## src/rtl/alu_arbiter.sv

```systemverilog
// alu_arbiter: shares one combinational ALU between two requesters.
// One operation is in flight at a time. Operands are registered into the ALU,
// the result and flags are captured one cycle later, and the response is held
// until the owning requester takes it. Round-robin priority flips only when a
// response completes, so a lone requester can be served back to back.
module alu_arbiter #(
    parameter int WORD_W = 32,
    parameter int OP_W   = 4
) (
    input  logic              CLK,
    input  logic              RST,

    // requester 0
    input  logic              req0_valid,
    input  logic [OP_W-1:0]   req0_op,
    input  logic [WORD_W-1:0] req0_a,
    input  logic [WORD_W-1:0] req0_b,
    output logic              req0_ready,
    output logic              rsp0_valid,
    output logic [WORD_W-1:0] rsp0_result,
    output logic [2:0]        rsp0_flags,
    input  logic              rsp0_ready,

    // requester 1
    input  logic              req1_valid,
    input  logic [OP_W-1:0]   req1_op,
    input  logic [WORD_W-1:0] req1_a,
    input  logic [WORD_W-1:0] req1_b,
    output logic              req1_ready,
    output logic              rsp1_valid,
    output logic [WORD_W-1:0] rsp1_result,
    output logic [2:0]        rsp1_flags,
    input  logic              rsp1_ready,

    // shared ALU
    output logic [OP_W-1:0]   alu_op,
    output logic [WORD_W-1:0] alu_a,
    output logic [WORD_W-1:0] alu_b,
    input  logic [WORD_W-1:0] alu_out,
    input  logic              alu_neg,
    input  logic              alu_zero,
    input  logic              alu_ovf
);

    typedef enum logic [1:0] {
        IDLE = 2'd0,
        EXEC = 2'd1,
        RESP = 2'd2
    } state_t;

    // sequencer state
    state_t                   state_reg;
    logic                     prio_reg;
    logic                     owner_reg;

    // operand registers feeding the ALU
    logic [OP_W-1:0]          op_reg;
    logic [WORD_W-1:0]        a_reg;
    logic [WORD_W-1:0]        b_reg;

    // per-requester captured responses; the non-owner keeps its last value
    logic [1:0][WORD_W-1:0]   result_reg;
    logic [1:0][2:0]          flags_reg;
    logic [1:0]               rsp_valid_reg;

    // requester ports gathered into indexable vectors
    logic [1:0]               req_valid;
    logic [1:0][OP_W-1:0]     req_op;
    logic [1:0][WORD_W-1:0]   req_a;
    logic [1:0][WORD_W-1:0]   req_b;
    logic [1:0]               rsp_ready;

    logic [1:0]               ready_vec;
    logic [1:0]               rsp_valid_vec;
    logic [1:0][WORD_W-1:0]   rsp_result_vec;
    logic [1:0][2:0]          rsp_flags_vec;

    logic                     grant_idx;
    logic                     accept;
    logic                     done;

    assign req_valid = {req1_valid, req0_valid};
    assign req_op    = {req1_op, req0_op};
    assign req_a     = {req1_a, req0_a};
    assign req_b     = {req1_b, req0_b};
    assign rsp_ready = {rsp1_ready, rsp0_ready};

    // Grant selection: a lone requester wins outright, a tie goes to prio.
    always_comb begin
        grant_idx = prio_reg;
        if (req_valid == 2'b01) begin
            grant_idx = 1'b0;
        end else if (req_valid == 2'b10) begin
            grant_idx = 1'b1;
        end
    end

    // Per-requester handshake and response outputs, all forced low in reset.
    generate
        for (genvar gi = 0; gi < 2; gi++) begin : g_req
            assign ready_vec[gi]      = !RST && (state_reg == IDLE)
                                        && req_valid[gi] && (grant_idx == 1'(gi));
            assign rsp_valid_vec[gi]  = !RST && rsp_valid_reg[gi];
            assign rsp_result_vec[gi] = RST ? '0 : result_reg[gi];
            assign rsp_flags_vec[gi]  = RST ? '0 : flags_reg[gi];
        end
    endgenerate

    assign accept = |ready_vec;
    assign done   = (state_reg == RESP) && rsp_ready[owner_reg];

    assign req0_ready  = ready_vec[0];
    assign req1_ready  = ready_vec[1];
    assign rsp0_valid  = rsp_valid_vec[0];
    assign rsp1_valid  = rsp_valid_vec[1];
    assign rsp0_result = rsp_result_vec[0];
    assign rsp1_result = rsp_result_vec[1];
    assign rsp0_flags  = rsp_flags_vec[0];
    assign rsp1_flags  = rsp_flags_vec[1];

    // The ALU only ever sees registered operands, never live requester inputs.
    assign alu_op = RST ? '0 : op_reg;
    assign alu_a  = RST ? '0 : a_reg;
    assign alu_b  = RST ? '0 : b_reg;

    // Sequencer: accept in IDLE, capture ALU result in EXEC, hold in RESP.
    always_ff @(posedge CLK) begin
        if (RST) begin
            state_reg     <= IDLE;
            prio_reg      <= 1'b0;
            owner_reg     <= 1'b0;
            op_reg        <= '0;
            a_reg         <= '0;
            b_reg         <= '0;
            result_reg    <= '0;
            flags_reg     <= '0;
            rsp_valid_reg <= '0;
        end else begin
            case (state_reg)
                IDLE: begin
                    if (accept) begin
                        op_reg    <= req_op[grant_idx];
                        a_reg     <= req_a[grant_idx];
                        b_reg     <= req_b[grant_idx];
                        owner_reg <= grant_idx;
                        state_reg <= EXEC;
                    end
                end
                EXEC: begin
                    result_reg[owner_reg]    <= alu_out;
                    flags_reg[owner_reg]     <= {alu_ovf, alu_neg, alu_zero};
                    rsp_valid_reg[owner_reg] <= 1'b1;
                    state_reg                <= RESP;
                end
                RESP: begin
                    if (done) begin
                        rsp_valid_reg <= '0;
                        prio_reg      <= ~owner_reg;
                        state_reg     <= IDLE;
                    end
                end
                default: begin
                    state_reg <= IDLE;
                end
            endcase
        end
    end

endmodule
```

## config.mk

```make
export PLATFORM = sky130hd
export DESIGN_NAME = alu_arbiter
export DESIGN_NICKNAME = d
export VERILOG_FILES = /design/src/rtl/alu_arbiter.sv
export SDC_FILE = /design/constraint.sdc
export NUM_CORES = 1
export LEC_CHECK = 0
export ABC_AREA = 1
export ABC_CLOCK_PERIOD_IN_PS = 3240
export CORE_MARGIN = 10
export CORE_UTILIZATION = 25
export CTS_BUF_LIST = sky130_fd_sc_hd__clkbuf_8
export DETAILED_ROUTE_END_ITERATION = 16
export PLACE_DENSITY = 0.61
export SYNTH_ARGS = -nofsm -noshare
export SYNTH_HDL_FRONTEND = slang
export SYNTH_SLANG_ARGS = --single-unit
```

## constraint.sdc

```tcl
create_clock -name CLK -period 3.24 [get_ports CLK]
set_input_delay 0.648 -clock CLK [delete_from_list [all_inputs] [get_ports CLK]]
set_output_delay 0.648 -clock CLK [all_outputs]
set_load 0.02 [all_outputs]
```

==> summary by stage, run 1 <==
Outcome
The run finished with clean final reports.

Place
Before CTS, the worst setup slack after placement is about 370 ps. The placed instance area is about 0.011 mm². Summed over all nets, the half-perimeter wirelength after detailed placement is 18.8 mm.

The count of placed standard cells including taps is between 1500 and 2000. The congestion estimate from routability-driven global placement came to roughly 0.83. The count of buffers from port buffering is between 300 and 400.

Clock network
The number of hold buffers added after CTS was 0. The latest clock arrival within the worst-skew pair is roughly 440 ps. The clock-pin slew reported for the worst setup and hold paths after clock tree synthesis is around 80 ps. No sink is reached through more buffers than the 2 on the longest clock path.

TritonCTS built the clock tree. Once the clock tree was built, the setup fixing pass inserted 0 buffers. The maximum level of the CTS H-tree is 4. For this design, the sink count on the clock tree is ~140.

In this run, CTS created clock tree buffers numbering 17. The number of gates resized after CTS was 0. The root buffer cell chosen for the clock tree is clkbuf_8.

Setup path
The nature of the critical path endpoint is a primary output. The critical path goes through clkdlybuf4s50_1, nor2_1, inv_1, nand3_2, nor2_1, clkdlybuf4s50_1. The maximum fanout count along the critical path is 3. The slowest stage of the critical path is the clkdlybuf4s50_1 cell.

The setup slack of the worst register-to-register path is 1270 ps. STA puts the critical path data arrival time at between 2000 and 2500 ps. Measured in cells, the most critical reg-to-reg path has a length of 5.

The endpoint identified for the worst register-to-register timing path is result_reg[3]. The maximum cell stage delay along the critical path is about 660 ps. The launch point of the worst reg-to-reg path is owner_reg. The category of the most critical setup path is in -> out. STA puts the critical path data required time at between 2000 and 3000 ps. The startpoint type of the worst setup path is a primary input.

Synth
The gate count of the mapped netlist is between 1000 and 1500. Synthesis instantiated 19 different standard cells from the library. The number of nets in the synthesized netlist is 1363. The count of synthesis-stage warnings from yosys is 0. Of the total synthesized cell area, the portion taken by AND, OR, NAND and NOR gates is about a third. The adder and majority gate portion of the synthesized area is 0%. Synthesis inferred ~140 register bits.

The post-synthesis area per instance is 6.10 µm². By area, the combinational part of the netlist is dominated by simple AND/OR/NAND/NOR gates. Of the post-synthesis cell area, the part taken by muxes is 0%.

The xor-xnor portion of the synthesized cell area is 0%. The post-synth design cell area is between 0.007 and 0.008 mm². For this run, the register share of the synthesized area comes to between 30 and 40%. The area fraction in compound gates after synthesis is under 10%.

Timing
Setup repair after global routing left no endpoint under its margin. Setup slack closes at 417 ps. The measured slew at the worst slew-check pin is a little under 800 ps. The largest clock skew in the final design is 12.3 ps. The final worst-path cycle share is between 80% and 90%.

The max-slew violation total from the final report is 0. The headroom to the max-slew limit is a little under half. The worst slack on hold paths is around 460 ps. The final number of hold-violating endpoints is 0.

Adding up every negative setup slack in the final design gives 0 ps. Static timing analysis puts the maximum clock frequency at 354 MHz. Setup violations remaining at the end of the flow were counted as 0. Counting I/O delays and the setup requirement, the final critical path takes 2820 ps.

Layout
Once layout is done, the placed cells without fillers occupy around 0.011 mm². The post-route netlist has under 10% of its cells at a drive strength greater than 1. The non-filler instance count after layout is between 1500 and 2000. The layout overhead on the synthesized area is 53.1%. Leaving out fill and tap cells, the most frequent cells in the layout are clkdlybuf4s50_1 (317), nand2_1 (283), inv_1 (282).

The number of antenna diodes in the final layout is 0. The library cell used most frequently in the layout, excluding fill and tap cells, is clkdlybuf4s50_1. The final net count is between 1500 and 2000. The number of flip-flops in the largest register is between 60 and 70. Counting the fill cells in the layout gives approximately 3000.

Min path
The worst hold path begins at result_reg[32]. The type of the worst min-delay path is reg -> reg. The worst hold path terminates at result_reg[32].

The worst hold path depth is 2.

Route
The routed layout has 7637 vias. Before antenna repair, the detailed router went through 5 iterations. The routed wirelength normalized by instance count is between 10 and 15 µm. The initial DRC count is 320. The final layout contains routed wiring with a total length of around 26 mm.

Using the TritonRoute via totals, the vias-per-cell ratio works out to 4.11. The final routed DRC violation total is 0. The number of routed nets with antenna violations is 0.

Floorplan
The area of the placeable core is 0.0286 mm². The placement row count is 62. The die is 190 µm tall. The initial core utilization is between 20 and 30%. The overall die width is 190 µm. Pin placement for this block handled roughly 320 I/O pins. The die covers between 0.03 and 0.04 mm².

Power and ir drop
The leakage power of the design is between 5 and 6 nW. The peak supply drop is between 0.15 and 0.2 mV. The cell area power density is 420 mW/mm².

Global route
The global-route wire length before repair is 40.9 mm. The initial antenna violation count is 1. The number of global-route vias before repair is around 7400.

The total grt overflow is 0. The global-route usage over all layers is between 10 and 15%. Entering global routing, the biggest net connects slightly above 70 pins.

Flow run
The tool flagged a number of max-cap violations equal to 0.
kinds of logic (layout without fill, tap and decap cells):
| group | count (synthesis) | in the layout |
|---|---|---|
| buffers and inverters | 358 | 646 |
| AO/OA/AOI/OAI | 111 | 111 |
| flip-flops | 144 | 144 |
| AND/OR/NAND/NOR | 573 | 573 |
cells in the mapped netlist, drive strengths merged:
library cell	count	area, µm²
nor2	146	563
nand3	140	723
inv	286	1070
clkbuf	20	77.6
dfxtp	144	2880
nand2	287	1090
buf	52	270
o21ai	37	185
a21oi	74	370
worst max-delay path by stage:
stage	start	end	slack, ps
6_report	req1_valid	req1_ready	420
5_1_grt	req1_valid	req1_ready	320
4_1_cts	req1_valid	req1_ready	370
3_5_place_dp	req1_valid	req1_ready	370
3_3_place_gp	req1_valid	req1_ready	360
2_1_floorplan	RST	req1_ready	1120
layer usage:
layer  vias to the layer above  wire length (µm)  track usage (%)
met5                         -                13                0
met3                        21              2560             5.58
met1                      3355             11300             17.2
met2                       232             11700             22.6
li1                       4027                 -                -
met4                         2               368             4.06
metrics by stage:
stage,util [%],power [mW]
after global routing,38.7,4.94
after detailed placement,37.2,3.18
after CTS,38.7,4.74
final,38.7,4.65
after floorplan,-,2.64
after global placement,37.2,3.17
worst max-delay path: cells and delay by family:
kind	cells	cell delay, ps
buffers and inverters	3	1260
and+or+nand+nor	3	260
power by group:
group | switching [mW] | total, mW | internal (mW)
Combinational | 0.627 | 1.14 | 0.517
Sequential | 0.0493 | 1.98 | 1.93
Clock | 0.779 | 1.52 | 0.744
area by class of cell:
| type | instances | area (µm²) | area share [%] |
|---|---|---|---|
| Clock buffer | 19 | 262 | 2.36 |
| Clock inverter | 13 | 151 | 1.37 |
| Inverter | 286 | 1070 | 9.69 |
| Multi-Input combinational cell | 684 | 2930 | 26.4 |
| Sequential cell | 144 | 2880 | 26.0 |
| Tap cell | 384 | 480 | 4.34 |
| Timing Repair Buffer | 328 | 3300 | 29.8 |
No activity file was read; power rests on OpenSTA's default activity.
==> run 2, diff against run 1 <==
--- a/config.mk
+++ b/config.mk
@@ -7,7 +7,7 @@
 export LEC_CHECK = 0
 export ABC_AREA = 1
 export ABC_CLOCK_PERIOD_IN_PS = 3240
-export CORE_MARGIN = 10
+export CORE_MARGIN = 3
 export CORE_UTILIZATION = 25
 export CTS_BUF_LIST = sky130_fd_sc_hd__clkbuf_8
 export DETAILED_ROUTE_END_ITERATION = 16
==> run 2 against run 1 <==
Non-clock buffer count is 1 higher. Die area is 14% lower. Global-route usage up 1.4 points. Largest power group unchanged. Critical path type unchanged. Wire length decreased by 6.6%. Register-to-register slack better by 20 ps. Clock skew rose by 1.1 ps. Via count up 0.89%. Critical endpoint unchanged. Largest cell class unchanged. Total power rose by 0.92%. Clock power grew 3%.
==> summary by stage, run 2 (same netlist as run 1, synthesis figures left out) <==
Power and ir drop
The total internal power is 3.17 mW (-0.53%). The part of the total power dissipated in combinational logic is 24.4% (-0.2 points). The cell area power density was 422 mW/mm² (+0.69%). The reported net switching power was 1.51 mW (+4.1%). The share of power burned in the clock network is 33.4% (+0.6 points). The switching share of total power is 32.3% (+0.99 points). The overall power of the completed layout was 4.69 mW (+0.92%).

The leakage power of the design is 5.03 nW (+0.20%). The peak supply drop is 0.230 mV (+21%). The share of total power in sequential cells is 42.2% (-0.4 points).

Setup path
The endpoint identified for the worst register-to-register timing path is result_reg[31]. The signal on the critical path passes through clkdlybuf4s50_1, nand2_1, nand2_2, nand2_2, nor2_1, clkdlybuf4s50_1. The nature of the critical path endpoint is a primary output. The maximum cell stage delay along the critical path came to 650 ps (about the same). The worst register-to-register path begins at state_reg[0].

The worst setup path is launched from a primary input. The worst path buffer plus inverter count is 2 (-1). The category of the most critical setup path is in -> out. The data required time of the critical path is 2590 ps (about the same). In this design, the largest share of critical-path delay is due to buffers and inverters. The setup slack of the worst register-to-register path came to 1290 ps (+20 ps). The worst endpoint data arrival time was 2230 ps (+60 ps). The cell count of the worst reg-to-reg path is 4 (-1).

The maximum fanout count along the critical path was 4 (+1). The cell with the largest stage delay on the worst path is clkdlybuf4s50_1.

Timing
The shortest period the worst path allows came to 2870 ps (+50.8 ps). The measured slew at the worst slew-check pin is 800 ps (+9.87 ps). The peak clock frequency supported by timing is 348 MHz (-1.8%). The max-slew violation total from the final report is 0 (unchanged). The largest clock skew in the final design is 13.4 ps (+1.08 ps). The worst slack on hold paths is 456 ps (+0.552 ps). The final-layout setup total negative slack is 0 ps (unchanged). Setup repair after global routing left no endpoint under its margin.

The final number of hold-violating endpoints is 0 (unchanged). The worst setup slack after layout is 366 ps (-50.8 ps). The final count of negative-setup-slack endpoints is 0 (unchanged). The final worst-path cycle share is 88.7% (+1.6 points). The headroom to the max-slew limit is 46.6% (-0.66 points).

Layout
The fraction of layout cells with a size suffix above 1 came to 3.93% (+0.13 points). In the layout the commonest cells are clkdlybuf4s50_1 (317), nand2_1 (283), inv_1 (281). The layout overhead on the synthesized area is 53.5%. The fill cell instance count of the final layout came to 2989 (-1.7%). The final net count came to 1639 (+0.061%).

The antenna cell count is 0 (unchanged). Leaving out fill and tap cells, the most frequent cell in the layout is clkdlybuf4s50_1. The number of flip-flops in the largest register came to 64 (unchanged).

Global route
The largest net degree at the start of global routing is 72 (unchanged). The total grt overflow is 0 (unchanged). The initial antenna violation count is 2 (+1). The global-route usage over all layers is 15.6% (+1.4 points). The number of global-route vias before repair was 7216 (-3.0%).

The global-route wire length before repair came to 38.8 mm (-5.3%).

Outcome
The flow ran to the end, and the final reports show no timing, DRC or antenna violations.

Clock network
The deepest clock path buffer count is 2 (unchanged). The count of cells resized by post-cts repair was 0 (unchanged). The master cell of the clock root buffer is clkbuf_8. The latest clock arrival within the worst-skew pair is 440 ps (about the same). TritonCTS built the clock tree. The maximum level of the CTS H-tree was 4 (unchanged).

The clock-pin slew reported for the worst setup and hold paths after clock tree synthesis is 90 ps (about the same). The number of sinks driven by the clock tree came to 144 (unchanged). The total of hold buffers inserted after clock tree synthesis is 0 (unchanged).

The setup fix buffers added after clock tree synthesis came to 0 (unchanged). The CTS buffer count is 17 (unchanged).

Route
The final routed DRC violation total is 0 (unchanged). The initial DRC count is 341 (+6.6%). The detailed-route vias per instance is 4.16 (+1.2%). The final wirelength is 24.3 mm (-6.6%). The number of routed nets with antenna violations came to 0 (unchanged). The vias after detailed routing is 7705 (+0.89%).

The number of optimization iterations in the first detailed-route pass was 4 (-1). The routed wirelength normalized by instance count is 13.1 µm (-6.3%).

Min path
The worst hold path depth is 2 (unchanged). The path with the worst hold slack has its endpoint at rsp_valid_reg[0]. The worst hold path begins at rsp_valid_reg[0].

The min-delay analysis places its worst path in the category reg -> reg.

Floorplan
The boundary pin count was 319 (unchanged). The placement row count is 61 (-1.6%). The die height came to 176 µm (-7.4%). The die outline area is 0.0310 mm² (-14%).

The overall die width is 176 µm (-7.4%). The initial core utilization is 25.7% (+0.41 points). The area of the placeable core is 0.0282 mm² (-1.6%).

Place
The sum of net half-perimeters after detailed placement came to 16.8 mm (-11%). The count of buffers from port buffering is 318 (unchanged). The final estimated routing congestion in global placement came to 0.782 (-5.4%). The worst slack at placement is 297 ps (-68.8 ps).

Flow run
The number of max-capacitance violations reported is 0 (unchanged).
[run 2: metrics by stage]
stage,cells,utilization [%],instance area [µm²]
after global placement,1821,37.9,10700
after floorplan,1186,-,7230
after CTS,1853,39.4,11100
final,1853,39.4,11100
after global routing,1853,39.4,11100
after detailed placement,1821,37.9,10700
[run 2: power by group through the flow]
stage	sequential [mW]	clock (mW)	combinational, mW
3_5_place_dp	2.02	0	1.16
6_report	1.98	1.57	1.14
3_3_place_gp	2.02	0	1.15
2_1_floorplan	2.01	0	0.625
5_1_grt	2.00	1.72	1.28
4_1_cts	1.98	1.65	1.16
[run 2: worst max-delay path by stage]
| stage | start | endpoint | slack [ps] | cells past startpoint |
|---|---|---|---|---|
| after floorplan | RST | req1_ready | 1120 | 5 |
| after global placement | req1_valid | req1_ready | 280 | 6 |
| after detailed placement | req1_valid | req1_ready | 300 | 6 |
| after CTS | req1_valid | req1_ready | 300 | 6 |
| after global routing | req1_valid | req1_ready | 260 | 6 |
| final | req1_valid | req1_ready | 370 | 6 |
[run 2: tightest hold or removal path, stage by stage (launching register included)]
cell and delay (ps):
dfxtp_1 310, inv_1 60, a21oi_1 50
[run 2: metal layers]
layer / part of all wire, % / up-vias / GRT usage [%]
met3: 9.1 / 16 / 5.68
li1: - / 4036 / -
met5: 0.095 / - / 0
met2: 46 / 243 / 25.4
met1: 44 / 3406 / 19.9
met4: 0.92 / 4 / 2.97
[run 2: final cells by class]
| type | instances | area (µm²) | area share (%) |
|---|---|---|---|
| timing repair buffer | 329 | 3320 | 29.9 |
| multi-input combinational | 684 | 2930 | 26.4 |
| sequential | 144 | 2880 | 26.0 |
| inverter | 286 | 1070 | 9.67 |
| tap | 378 | 473 | 4.26 |
| clock buffer | 17 | 234 | 2.11 |
| clock inverter | 15 | 191 | 1.72 |
